**config.mk**
```make
export PLATFORM = sky130hd
export DESIGN_NAME = dly_seq_ctrl_flat
export DESIGN_NICKNAME = d
export VERILOG_FILES = /design/src/rtl/dly_seq_ctrl_if.sv /design/src/rtl/dly_seq_ctrl.sv /design/src/flat_wrapper.sv
export SDC_FILE = /design/constraint.sdc
export NUM_CORES = 1
export LEC_CHECK = 0
export BUFFER_PORTS_ARGS = -buffer_cell sky130_fd_sc_hd__buf_2
export CELL_PAD_IN_SITES_DETAIL_PLACEMENT = 1
export CELL_PAD_IN_SITES_GLOBAL_PLACEMENT = 2
export CORE_ASPECT_RATIO = 1.25
export CORE_UTILIZATION = 44
export DETAILED_ROUTE_END_ITERATION = 12
export PLACE_DENSITY_LB_ADDON = 0.1
export REMOVE_ABC_BUFFERS = 1
export SYNTH_ARGS = -nofsm -noshare
export SYNTH_HDL_FRONTEND = slang
export SYNTH_SLANG_ARGS = --single-unit
```
**constraint.sdc**
```tcl
create_clock -name clk -period 3.1 [get_ports clk]
set_input_delay 0.465 -clock clk [delete_from_list [all_inputs] [get_ports clk]]
set_output_delay 0.465 -clock clk [all_outputs]
set_load 0.01 [all_outputs]
```
**src/rtl/dly_seq_ctrl_if.sv**
```systemverilog
// Stream/config bundle for dly_seq_ctrl: enable, config strobe, sample in/out and status.
// The master side drives enable, config and input samples; the slave side is the sequencer.
interface dly_seq_ctrl_if #(
    parameter int WIDTH = 8,
    parameter int CW    = 5
);
    logic             en;
    logic             cfg_load;
    logic [CW-1:0]    cfg_dly;
    logic             cfg_err;
    logic             din_valid;
    logic [WIDTH-1:0] din;
    logic             dout_valid;
    logic [WIDTH-1:0] dout;
    logic             busy;
    logic [15:0]      drop_cnt;

    modport master (
        output en, cfg_load, cfg_dly, din_valid, din,
        input  cfg_err, dout_valid, dout, busy, drop_cnt
    );

    modport slave (
        input  en, cfg_load, cfg_dly, din_valid, din,
        output cfg_err, dout_valid, dout, busy, drop_cnt
    );
endinterface

```
**src/rtl/dly_seq_ctrl.sv**
```systemverilog
// Programmable-depth {valid,data} delay line with IDLE/FILL/RUN sequencing and tag-based flush.
// Optional dropped-sample counter enabled by defining DLY_DROP_CNT_EN.
module dly_seq_ctrl #(
    parameter int WIDTH   = 8,
    parameter int MAX_DLY = 16,
    parameter int CW      = 5,
    parameter int DEF_DLY = 3
) (
    input  logic         clk,
    input  logic         rst,
    dly_seq_ctrl_if.slave bus
);
    localparam int AW = (MAX_DLY > 1) ? $clog2(MAX_DLY) : 1;

    typedef enum logic [1:0] {IDLE, FILL, RUN} state_e;

    state_e            state_q;
    logic [CW-1:0]     dly_q;
    logic [CW-1:0]     fill_cnt_q;
    logic [AW-1:0]     wr_ptr_q;
    logic [MAX_DLY-1:0] tag_q;
    logic [WIDTH-1:0]  mem_q [MAX_DLY];
    logic [WIDTH-1:0]  dout_q;
    logic              dout_valid_q;
    logic              busy_q;
    logic              cfg_err_q;

    logic              cfg_ok;
    logic              live;
    logic [AW-1:0]     rd_idx;
    int                rd_sum;

    assign cfg_ok = bus.cfg_load && (bus.cfg_dly != '0) && (bus.cfg_dly <= CW'(MAX_DLY));
    // A live cycle writes one entry and reads the one written D cycles earlier.
    assign live   = (state_q != IDLE) && bus.en && !cfg_ok;

    // NOTE: every signal assigned in always_comb gets a value on every path, so no latch is inferred.
    always_comb begin
        rd_sum = int'(wr_ptr_q) + MAX_DLY - int'(dly_q);
        if (rd_sum >= MAX_DLY) rd_sum = rd_sum - MAX_DLY;
        rd_idx = AW'(rd_sum);
    end

    // NOTE: sample storage has no reset; the valid tags alone decide what may reach the output.
    always_ff @(posedge clk) begin
        if (live) mem_q[wr_ptr_q] <= bus.din;
    end

    // NOTE: state registers use non-blocking assignments so every read sees the pre-edge value.
    always_ff @(posedge clk) begin
        if (rst) begin
            state_q      <= IDLE;
            dly_q        <= CW'(DEF_DLY);
            fill_cnt_q   <= '0;
            wr_ptr_q     <= '0;
            tag_q        <= '0;
            dout_q       <= '0;
            dout_valid_q <= 1'b0;
            busy_q       <= 1'b0;
            cfg_err_q    <= 1'b0;
        end else begin
            cfg_err_q    <= bus.cfg_load && !cfg_ok;
            dout_q       <= '0;
            dout_valid_q <= 1'b0;
            if (cfg_ok) dly_q <= bus.cfg_dly;

            if (!bus.en || cfg_ok) begin
                // Flush: in-flight samples are invalidated and the load-cycle sample is discarded.
                tag_q      <= '0;
                fill_cnt_q <= '0;
                state_q    <= bus.en ? FILL : IDLE;
                busy_q     <= bus.en;
            end else begin
                case (state_q)
                    IDLE: begin
                        state_q    <= FILL;
                        fill_cnt_q <= '0;
                        busy_q     <= 1'b1;
                    end
                    FILL, RUN: begin
                        tag_q[wr_ptr_q] <= bus.din_valid;
                        wr_ptr_q        <= (wr_ptr_q == AW'(MAX_DLY - 1)) ? '0 : wr_ptr_q + AW'(1);
                        dout_valid_q    <= tag_q[rd_idx];
                        dout_q          <= tag_q[rd_idx] ? mem_q[rd_idx] : '0;
                        if (state_q == FILL && fill_cnt_q != dly_q - CW'(1)) begin
                            fill_cnt_q <= fill_cnt_q + CW'(1);
                            busy_q     <= 1'b1;
                        end else begin
                            state_q <= RUN;
                            busy_q  <= 1'b0;
                        end
                    end
                    default: begin
                        state_q <= IDLE;
                        busy_q  <= 1'b0;
                    end
                endcase
            end
        end
    end

    assign bus.dout       = dout_q;
    assign bus.dout_valid = dout_valid_q;
    assign bus.busy       = busy_q;
    assign bus.cfg_err    = cfg_err_q;

`ifdef DLY_DROP_CNT_EN
    localparam int VW = $clog2(MAX_DLY + 1);

    logic          en_q;
    logic [VW-1:0] vcnt_q;
    logic [15:0]   drop_q;
    logic [16:0]   drop_sum;

    assign drop_sum = {1'b0, drop_q} + 17'(vcnt_q) + 17'(bus.din_valid);

    always_ff @(posedge clk) begin
        if (rst) begin
            en_q   <= 1'b0;
            vcnt_q <= '0;
            drop_q <= '0;
        end else begin
            en_q <= bus.en;
            if (cfg_ok || (en_q && !bus.en)) begin
                vcnt_q <= '0;
                drop_q <= drop_sum[16] ? 16'hFFFF : drop_sum[15:0];
            end else if (live) begin
                vcnt_q <= vcnt_q + VW'(bus.din_valid) - VW'(tag_q[rd_idx]);
            end else if (!bus.en) begin
                vcnt_q <= '0;
            end
        end
    end

    assign bus.drop_cnt = drop_q;
`else
    assign bus.drop_cnt = '0;
`endif
endmodule

```
**src/flat_wrapper.sv**
```systemverilog
// flat-port wrapper written by rule: the top's interface ports become plain ports
module dly_seq_ctrl_flat 
#(
    parameter int WIDTH   = 8,
    parameter int MAX_DLY = 16,
    parameter int CW      = 5,
    parameter int DEF_DLY = 3
)
  (clk, rst, bus_en, bus_cfg_load, bus_cfg_dly, bus_din_valid, bus_din, bus_cfg_err, bus_dout_valid, bus_dout, bus_busy, bus_drop_cnt);
  dly_seq_ctrl_if #(.WIDTH(WIDTH), .CW(CW)) bus_i ();
  input  logic clk;
  input  logic rst;
  input wire logic [$bits(bus_i.en)-1:0] bus_en;
  input wire logic [$bits(bus_i.cfg_load)-1:0] bus_cfg_load;
  input wire logic [$bits(bus_i.cfg_dly)-1:0] bus_cfg_dly;
  input wire logic [$bits(bus_i.din_valid)-1:0] bus_din_valid;
  input wire logic [$bits(bus_i.din)-1:0] bus_din;
  output wire logic [$bits(bus_i.cfg_err)-1:0] bus_cfg_err;
  output wire logic [$bits(bus_i.dout_valid)-1:0] bus_dout_valid;
  output wire logic [$bits(bus_i.dout)-1:0] bus_dout;
  output wire logic [$bits(bus_i.busy)-1:0] bus_busy;
  output wire logic [$bits(bus_i.drop_cnt)-1:0] bus_drop_cnt;
  assign bus_i.en = bus_en;
  assign bus_i.cfg_load = bus_cfg_load;
  assign bus_i.cfg_dly = bus_cfg_dly;
  assign bus_i.din_valid = bus_din_valid;
  assign bus_i.din = bus_din;
  assign bus_cfg_err = bus_i.cfg_err;
  assign bus_dout_valid = bus_i.dout_valid;
  assign bus_dout = bus_i.dout;
  assign bus_busy = bus_i.busy;
  assign bus_drop_cnt = bus_i.drop_cnt;
  dly_seq_ctrl #(.WIDTH(WIDTH), .MAX_DLY(MAX_DLY), .CW(CW), .DEF_DLY(DEF_DLY)) u_core (.clk(clk), .rst(rst), .bus(bus_i));
endmodule
```
==> metrics.md, run 1 <==
| Metric | Value |
|---|---|
| Global-route wire length before repair | `27,410 microns` |
| Min-Delay Startpoint | `bus_cfg_dly[0]` |
| Fillers | `1,577` |
| Area grow syn2layout | `14.16%` |
| Worst reg2reg path startpoint | `u_core.wr_ptr_q[0]` |
| Synth async-reset ratio | `0` |
| CP Data Arrival Time | `3.18 ns` |
| WL met2 | `9150 microns` |
| Synth warn | `0` |
| Crit start category | `flop` |
| Sw power | `0.001200 W` |
| Tot GR Track Use | `0.2168` |
| RSZ-0062 raised after global routing | `false` |
| Post-CTS repair timing setup buffer count | `0` |
| Avg Cell Area, Syn | `14.66 sq um` |
| Highest Signal Layer | `met4` |
| Net Sw Frac | `0.2408` |
| Post-synth EDFFs | `128` |
| Crit-path max FO | `9` |
| Root Buffer | `clkbuf_16` |
| TritonCTS clock tree | `yes` |
| Num Clock Sinks | `171` |
| HPWL after DPL | `12,310 microns` |
| Slew Limit Fails | `0` |
| DR pass1 iterations | `4` |
| Nets | `586` |
| Fin crit share | `0.9183` |
| Crit path capture type | `flop` |
| Fmax | `0.3513 GHz` |
| Die area | `17,310 sq um` |
| Hold worst-path end | `u_core.dly_q[0]` |
| Main synth FF type | `edfxtp_1` |
| Cells after synthesis | `504` |
| DRT Wirelength | `17,620 microns` |
| Crit path kind | `reg -> reg` |
| IO Port Bufs | `28` |
| Initial DRC Count | `235` |
| Reg2reg end | `u_core.bus.dout[7]` |
| Vias per Instance | `5.550` |
| Worst Hold Depth | `2` |
| VDD IR-drop max | `518.3 uV` |
| CTS Buffer Depth | `2` |
| Met1 Routed Length | `7705 microns` |
| Layout cells sized above 1 | `0.2271` |
| Yosys reg bits | `171` |
| Vias in the first global route | `4,682` |
| Final Hold Viols | `0` |
| Leakage power | `2.968 nW` |
| Sequential fraction of the synthesis area | `0.6369` |
| Max Cap Viol | `0` |
| Setup Viol. Count Final | `0` |
| Setup TNS | `0 ns` |
| Routed len/inst | `22.47 microns` |
| Initial antenna violation count | `0` |
| Hold crit path type | `in -> reg` |
| Worst-margin pin slew | `0.6971 ns` |
| P per Cell Area | `591.2 nW/um^2` |
| Flop pwr share | `0.497` |
| # diodes | `0` |
| Metal3 WL | `522 microns` |
| Largest net degree at the start of global routing | `37` |
| Tmin final | `2.847 ns` |
| Routability cong. | `0.7720` |
| Most frequent cells in the layout | `128 x edfxtp_1, 43 x dfxtp_1, 39 x nor2_1` |
| Most common cell after layout, fill and taps aside | `edfxtp_1` |
| Die Y | `146.9 microns` |
| Total core area | `16,330 sq um` |
| Top Ports | `45` |
| Status | `completed` |
| Via count | `4,351` |
| Slew margin rel. | `0.5352` |
| Row cnt | `52` |
| Clock Latency Late Sink | `0.43 ns` |
| Residual DRC | `0` |
| Synth unique cells | `48` |
| Pint | `0.003786 W` |
| Starting Density | `0.4523` |
| Hold-fix buffers, CTS | `0` |
| Overflow after GRT | `0` |
| Clk slew on worst S/H paths | `0.06 ns` |
| Post-route ant nets | `0` |
| Clock skew | `0.007632 ns` |
| Logic pwr share | `0.095` |
| H-tree level count | `4` |
| Critical Path RT | `3.44 ns` |
| R2R depth | `8` |
| Hold_ws | `0.3047 ns` |
| Mapped Area | `7387 sq um` |
| Clk pwr share | `0.407` |
| Die Wd | `117.9 microns` |
| CTS Buf Count | `17` |
| PostCTS Resize Cnt | `0` |
| R2r setup slk | `0.25 ns` |
==> flip-flops by register name (all words and copies together), names as in the netlist <==
| register | flops |
|---|---|
| u_core.bus.dout_valid | 1 |
| u_core.bus.dout | 8 |
| u_core.bus.busy | 1 |
| u_core.mem_q | 128 |
| u_core.wr_ptr_q | 4 |
| u_core.fill_cnt_q | 5 |
| u_core.dly_q | 5 |
| u_core.bus.cfg_err | 1 |
| u_core.state_q | 2 |
| u_core.tag_q | 16 |
==> Yosys cell counts, drive strengths merged (6+ instances only) <==
library cell | n | share of area
mux2i | 23 | 0.031
dfxtp | 43 | 0.12
nor3b | 8 | 0.0081
a31oi | 9 | 0.0076
nand2 | 14 | 0.0071
a21oi | 11 | 0.0075
buf | 26 | 0.025
nand2b | 8 | 0.0068
inv | 18 | 0.0091
mux4 | 34 | 0.10
nor2 | 39 | 0.020
clkbuf | 13 | 0.0066
nor3 | 18 | 0.012
edfxtp | 128 | 0.52
nand3 | 29 | 0.020
o31ai | 8 | 0.0081
xor2 | 6 | 0.0071
a211oi | 12 | 0.012
ha | 12 | 0.020
==> routing by layer <==
layer | global-route usage | up-vias
met3 | 0.04387 | 14
met5 | 0 | -
met2 | 0.3703 | 71
li1 | - | 2007
met1 | 0.2787 | 2259
met4 | 0.06538 | 0
==> critical path: stages (launching register included) <==
cell	delay, ns
dfxtp_1	0.44
inv_1	0.13
ha_2	0.22
fa_2	0.69
mux2i_1	0.12
mux2_2	0.36
o31ai_1	0.43
nor3_1	0.11
a211oi_1	0.25
==> kinds of logic after synthesis <==
| family | share of synthesized area |
|---|---|
| flops | 0.6369 |
| simple gates | 0.08893 |
| compound gates | 0.05911 |
| mux | 0.1379 |
| buf+inv | 0.04065 |
| fa+ha+maj | 0.02303 |
| xor+xnor | 0.01304 |
| other cells | 0.0005076 |
==> worst max-delay path by stage <==
stage                        from                     to  slack [ns]  cells past startpoint
2_1_floorplan  u_core.wr_ptr_q[0]  u_core.bus.dout_valid       -0.17                      5
3_3_place_gp   u_core.wr_ptr_q[0]     u_core.bus.dout[2]        0.33                      7
3_5_place_dp   u_core.wr_ptr_q[0]     u_core.bus.dout[2]        0.24                      7
4_1_cts        u_core.wr_ptr_q[0]     u_core.bus.dout[7]        0.24                      8
5_1_grt        u_core.wr_ptr_q[0]  u_core.bus.dout_valid        0.12                      8
6_report       u_core.wr_ptr_q[0]     u_core.bus.dout[7]        0.25                      8
==> per-stage QoR <==
step	setup WS (ns)	total power (W)	util	cells	instance area (sq um)
final	0.2532	0.004986	0.5164	784	8433
after global routing	0.1152	0.005133	0.5164	784	8433
after CTS	0.2364	0.005032	0.5164	784	8433
after detailed placement	0.2406	0.003010	0.4818	752	7869
after global placement	0.3261	0.003004	0.4818	752	7869
after floorplan	-0.1680	0.002822	-	480	7211
==> layout make-up <==
| class | count | area [sq um] | area share |
|---|---|---|---|
| inverters | 18 | 67.56 | 0.008012 |
| clock buffers | 17 | 425.4 | 0.05045 |
| flip-flops and latches | 171 | 4705 | 0.5579 |
| well taps | 216 | 270.3 | 0.03205 |
| repair buffers | 56 | 375.4 | 0.04451 |
| clock inverters | 15 | 138.9 | 0.01647 |
| multi-input cells | 291 | 2451 | 0.2907 |
==> power groups by stage <==
stage	clock, W	combinational [W]	sequential, W
2_1_floorplan	0	0.000295	0.00253
3_3_place_gp	0	0.000474	0.00253
3_5_place_dp	0	0.000480	0.00253
4_1_cts	0.00207	0.000482	0.00248
5_1_grt	0.00214	0.000511	0.00248
6_report	0.00203	0.000476	0.00248
No activity file was read; power rests on OpenSTA's default activity.
==> inputs of run 2 (changes only) <==
--- a/config.mk
+++ b/config.mk
@@ -12,7 +12,6 @@
 export CORE_UTILIZATION = 44
 export DETAILED_ROUTE_END_ITERATION = 12
 export PLACE_DENSITY_LB_ADDON = 0.1
-export REMOVE_ABC_BUFFERS = 1
 export SYNTH_ARGS = -nofsm -noshare
 export SYNTH_HDL_FRONTEND = slang
 export SYNTH_SLANG_ARGS = --single-unit
==> metrics.md, run 2 (synthesis results as in run 1) <==
| Metric | Value |
|---|---|
| Status | `completed` |
| CTS Buffer Depth | `2` |
| Layout cells sized above 1 | `0.2383` |
| Crit path capture type | `flop` |
| Starting Density | `0.4523` |
| H-tree level count | `4` |
| DRT Wirelength | `18,260 microns` |
| Slew margin rel. | `0.5354` |
| Clk slew on worst S/H paths | `0.07 ns` |
| Slew Limit Fails | `0` |
| Area grow syn2layout | `16.21%` |
| Global-route wire length before repair | `28,260 microns` |
| Worst-margin pin slew | `0.6968 ns` |
| Clock skew | `0.01092 ns` |
| Die Y | `146.9 microns` |
| HPWL after DPL | `12,780 microns` |
| Fmax | `0.3528 GHz` |
| Tmin final | `2.834 ns` |
| Total core area | `16,330 sq um` |
| Top Ports | `45` |
| TritonCTS clock tree | `yes` |
| Max Cap Viol | `0` |
| Crit start category | `flop` |
| Crit-path max FO | `8` |
| Fin crit share | `0.9143` |
| Vias per Instance | `5.566` |
| Number of flip-flops in the largest register | `128` |
| Placed Cells incl. Taps | `758` |
| Routability cong. | `0.7792` |
| IO Port Bufs | `28` |
| PostCTS Resize Cnt | `0` |
| Hold crit path type | `in -> reg` |
| Slowest CP cell | `fa_2` |
| DR pass1 iterations | `4` |
| P per Cell Area | `602.6 nW/um^2` |
| Cell Count, Final, Fillers Out | `795` |
| Setup Viol. Count Final | `0` |
| Largest net degree at the start of global routing | `37` |
| Via count | `4,425` |
| CP Data Arrival Time | `3.16 ns` |
| Root Buffer | `clkbuf_16` |
| Die Wd | `117.9 microns` |
| Initial DRC Count | `156` |
| Routed len/inst | `22.96 microns` |
| Residual DRC | `0` |
| Critical Path RT | `3.43 ns` |
| Die area | `17,310 sq um` |
| Clock Latency Late Sink | `0.43 ns` |
| Most frequent cells in the layout | `128 x edfxtp_1, 43 x dfxtp_1, 39 x nor2_1` |
| Leakage power | `3.048 nW` |
| Row cnt | `52` |
| Vias in the first global route | `4,861` |
| Most common cell after layout, fill and taps aside | `edfxtp_1` |
| CP bufs+invs | `4` |
| Final Hold Viols | `0` |
| Reg with most FFs | `u_core.mem_q` |
| Post-route ant nets | `0` |
| CTS Buf Count | `17` |
| CP delay by family, top | `adder cells` |
| VDD IR-drop max | `444.6 uV` |
| Crit path kind | `reg -> reg` |
| Largest stage delay on the critical path | `0.71 ns` |
| Setup TNS | `0 ns` |
| Initial antenna violation count | `0` |
| Overflow after GRT | `0` |
| Num Clock Sinks | `171` |
| RSZ-0062 raised after global routing | `false` |
| Nets | `597` |
| Tot GR Track Use | `0.2243` |
| # diodes | `0` |
| Crit-path cells | `inv_1, ha_2, fa_2, buf_4, buf_4, mux4_2, inv_1, o31ai_1, nor3_1, a211oi_1` |
run 2: cell count changes in the layout (fill, tap and decap cells not counted), sizes merged:
cell,before,now
buf,56,67
clkinv,6,5
clkinvlp,3,1
bufinv,1,2
inv,23,25
run 2: area by class of cell:
cell class,instances,area [sq um]
fillers,1599,7746
multi-input cells,291,2451
repair buffers,67,483.0
well taps,216,270.3
inverters,18,67.56
clock inverters,15,182.7
clock buffers,17,425.4
flip-flops and latches,171,4705
run 2: worst paths after layout:
path         slack [ns]  cells past startpoint                  to               start
max                0.27                     10  u_core.bus.dout[5]  u_core.wr_ptr_q[0]
min                0.31                      3     u_core.dly_q[4]      bus_cfg_dly[4]
max reg2reg        0.27                     10  u_core.bus.dout[5]  u_core.wr_ptr_q[0]
min reg2reg        0.51                      2     u_core.tag_q[1]     u_core.tag_q[1]
run 2: metrics by stage:
step | power [W] | hold slack [ns] | util | area, sq um | setup slack (ns)
3_5_place_dp | 0.003032 | 0.5020 | 0.4861 | 7939 | 0.1446
4_1_cts | 0.005205 | 0.3009 | 0.5234 | 8547 | 0.1193
6_report | 0.005173 | 0.3119 | 0.5257 | 8584 | 0.2657
5_1_grt | 0.005325 | 0.3107 | 0.5257 | 8584 | 0.09973
2_1_floorplan | 0.002853 | 0.4578 | - | 7443 | 0.5865
3_3_place_gp | 0.003026 | 0.4778 | 0.4861 | 7939 | 0.2608
run 2: timing repair:
action | CTS | global route
setup endpoints to repair | 0 | 3
hold buffers | 0 | 0
hold endpoints to repair | 0 | 0
buffers inserted | 0 | 5
run 2: worst register-to-register path, delay by kind of cell, from the launching register on:
kind | cells | cell delay [ns]
muxes | 1 | 0.18
buffers and inverters | 4 | 0.52
DFF | 1 | 0.45
AOI/OAI and AO/OA | 2 | 0.54
and+or+nand+nor | 1 | 0.11
adders and majority gates | 2 | 0.94
run 2: report_power, final:
group          total (W)  switching (W)  internal (W)
Clock            0.00218       0.000960       0.00122
Sequential       0.00248      0.0000110       0.00247
Combinational   0.000515       0.000282      0.000233
run 2: per-layer routing:
layer | global-route usage | wire, microns | up-vias
met1 | 0.2565 | 7350 | 2274
li1 | - | - | 2033
met3 | 0.03998 | 511 | 29
met2 | 0.4153 | 9970 | 89
met5 | 0 | 0 | -
met4 | 0.08462 | 422 | 0
==> inputs of run 3 (changes only) <==
==> constraint.sdc (replaced) <==
create_clock -name clk -period 2.93 [get_ports clk]
set_input_delay 0.4395 -clock clk [delete_from_list [all_inputs] [get_ports clk]]
set_output_delay 0.4395 -clock clk [all_outputs]
set_load 0.01 [all_outputs]
==> metrics.md, run 3 (synthesis results as in run 1) <==
| Metric | Value |
|---|---|
| Status | `completed` |
| DRT Wirelength | `17,850 microns` |
| Top Ports | `45` |
| Area grow syn2layout | `14.74%` |
| Pint | `0.004026 W` |
| Global-route wire length before repair | `27,940 microns` |
| Number of flip-flops in the largest register | `128` |
| Vias per Instance | `5.563` |
| Root Buffer | `clkbuf_16` |
| Grt peak-use layer | `met2` |
| Min-Delay Startpoint | `bus_cfg_dly[1]` |
| Routability cong. | `0.8309` |
| Clock skew | `0.009844 ns` |
| Worst reg2reg path startpoint | `u_core.wr_ptr_q[0]` |
| Worst-margin pin slew | `0.6459 ns` |
| Initial DRC Count | `223` |
| Largest stage delay on the critical path | `0.70 ns` |
| Leakage power | `3.002 nW` |
| Logic pwr share | `0.093` |
| R2R depth | `8` |
| Layout cells sized above 1 | `0.2312` |
| Crit-path max FO | `32` |
| Fmax | `0.3565 GHz` |
| Total core area | `16,330 sq um` |
| Max Cap Viol | `0` |
| Slew Limit Fails | `0` |
| Largest net degree at the start of global routing | `33` |
| Overflow after GRT | `0` |
| Die Y | `146.9 microns` |
| Clk pwr share | `0.416` |
| CTS Buf Count | `17` |
| Slew margin rel. | `0.5688` |
| Hold_ws | `0.2720 ns` |
| Num Clock Sinks | `171` |
| Routed len/inst | `22.68 microns` |
| Critical Path RT | `3.22 ns` |
| Most frequent cells in the layout | `128 x edfxtp_1, 43 x dfxtp_1, 39 x nor2_1` |
| CP delay by family, top | `adder cells` |
| Reg2reg end | `u_core.bus.dout[4]` |
| IO Port Bufs | `28` |
| GR Layer Usage met3 | `0.03649` |
| Met1 Use GR | `0.2471` |
| Slowest CP cell | `fa_2` |
| Final Hold Viols | `0` |
| P per Cell Area | `629.3 nW/um^2` |
| Sw power | `0.001308 W` |
| Fin crit share | `0.9573` |
| Vias in the first global route | `4,725` |
| Tot GR Track Use | `0.2227` |
| R2r setup slk | `0.13 ns` |
| TritonCTS clock tree | `yes` |
| Via count | `4,378` |
| Starting Density | `0.4523` |
| Setup TNS | `0 ns` |
| Post-route ant nets | `0` |
| Initial antenna violation count | `0` |
| Hold-fix buffers, CTS | `0` |
| CP bufs+invs | `2` |
| Setup crit start | `u_core.wr_ptr_q[0]` |
| Setup WS pre-CTS | `-0.01821 ns` |
| Clk slew on worst S/H paths | `0.07 ns` |
| Net Sw Frac | `0.2452` |
| RSZ-0062 raised after global routing | `false` |
| Hold worst-path end | `u_core.dly_q[1]` |
| Setup Viol. Count Final | `0` |
| H-tree level count | `4` |
| Crit path kind | `reg -> reg` |
| Worst Hold Depth | `2` |
| Crit-path cells | `inv_1, ha_2, fa_2, buf_12, mux4_2, nor3b_1, a31oi_1, a211oi_1` |
| Die area | `17,310 sq um` |
| Final setup margin | `0.1250 ns` |
| Hold crit path type | `in -> reg` |
| Total power | `0.005333 W` |
| CP Data Arrival Time | `3.09 ns` |
| Most common cell after layout, fill and taps aside | `edfxtp_1` |
| Flop pwr share | `0.492` |
| Tmin final | `2.805 ns` |
| DR pass1 iterations | `4` |
| Residual DRC | `0` |
| Met2 usage | `0.4044` |
| Reg with most FFs | `u_core.mem_q` |
| VDD IR-drop max | `372.1 uV` |
| Nets | `589` |
| CTS Buffer Depth | `2` |
| HPWL after DPL | `12,760 microns` |
| Clock Latency Late Sink | `0.43 ns` |
| # diodes | `0` |
| Crit path capture type | `flop` |
| Die Wd | `117.9 microns` |
| Crit start category | `flop` |
| Row cnt | `52` |
-- run 3: power groups by stage --
stage | clock (W) | sequential [W] | combinational, W
2_1_floorplan | 0 | 0.00267 | 0.000345
3_3_place_gp | 0 | 0.00267 | 0.000490
3_5_place_dp | 0 | 0.00268 | 0.000499
4_1_cts | 0.00225 | 0.00262 | 0.000501
5_1_grt | 0.00234 | 0.00262 | 0.000537
6_report | 0.00222 | 0.00262 | 0.000494
-- run 3: worst max path at each step --
stage,slack (ns),to,cells after the start
finish,0.13,u_core.bus.dout[4],8
floorplan,0.44,u_core.mem_q[0][0],5
CTS,0.12,u_core.bus.dout_valid,8
detailed placement,-0.02,u_core.bus.dout_valid,8
global placement,-0.02,u_core.bus.dout_valid,8
global route,0.01,u_core.bus.dout[4],8
-- run 3: worst reg2reg max path: stages (launching register included) --
cell and delay [ns]:
dfxtp_1 0.33, inv_1 0.08, ha_2 0.20, fa_2 0.70
buf_12 0.28, mux4_2 0.38, nor3b_1 0.16, a31oi_1 0.39
a211oi_1 0.15
-- run 3: metal layers --
| layer | up-vias | routed length, microns |
|---|---|---|
| met4 | 0 | 745 |
| met5 | - | 0 |
| met3 | 36 | 442 |
| met1 | 2241 | 7109 |
| li1 | 2017 | - |
| met2 | 84 | 9554 |
-- run 3: final cells by class --
| class | count | area (sq um) |
|---|---|---|
| Clock buffer | 17 | 425.4 |
| Tap cell | 216 | 270.3 |
| Sequential cell | 171 | 4705 |
| Clock inverter | 15 | 152.6 |
| Multi-Input combinational cell | 291 | 2457 |
| Inverter | 18 | 67.56 |
| Fill cell | 1623 | 7855 |
| Timing Repair Buffer | 59 | 397.9 |
-- run 3: repair_timing --
action                                  in CTS  in global routing
buffers inserted                             0                  0
resized for setup                            1                  1
endpoints found under the setup margin       1                  1
-- run 3: stage by stage --
step	instance area (sq um)	instances	util
floorplan	7443	519	-
global placement	7891	755	0.4832
detailed placement	7891	755	0.4832
CTS	8471	787	0.5187
global route	8476	787	0.5190
finish	8476	787	0.5190
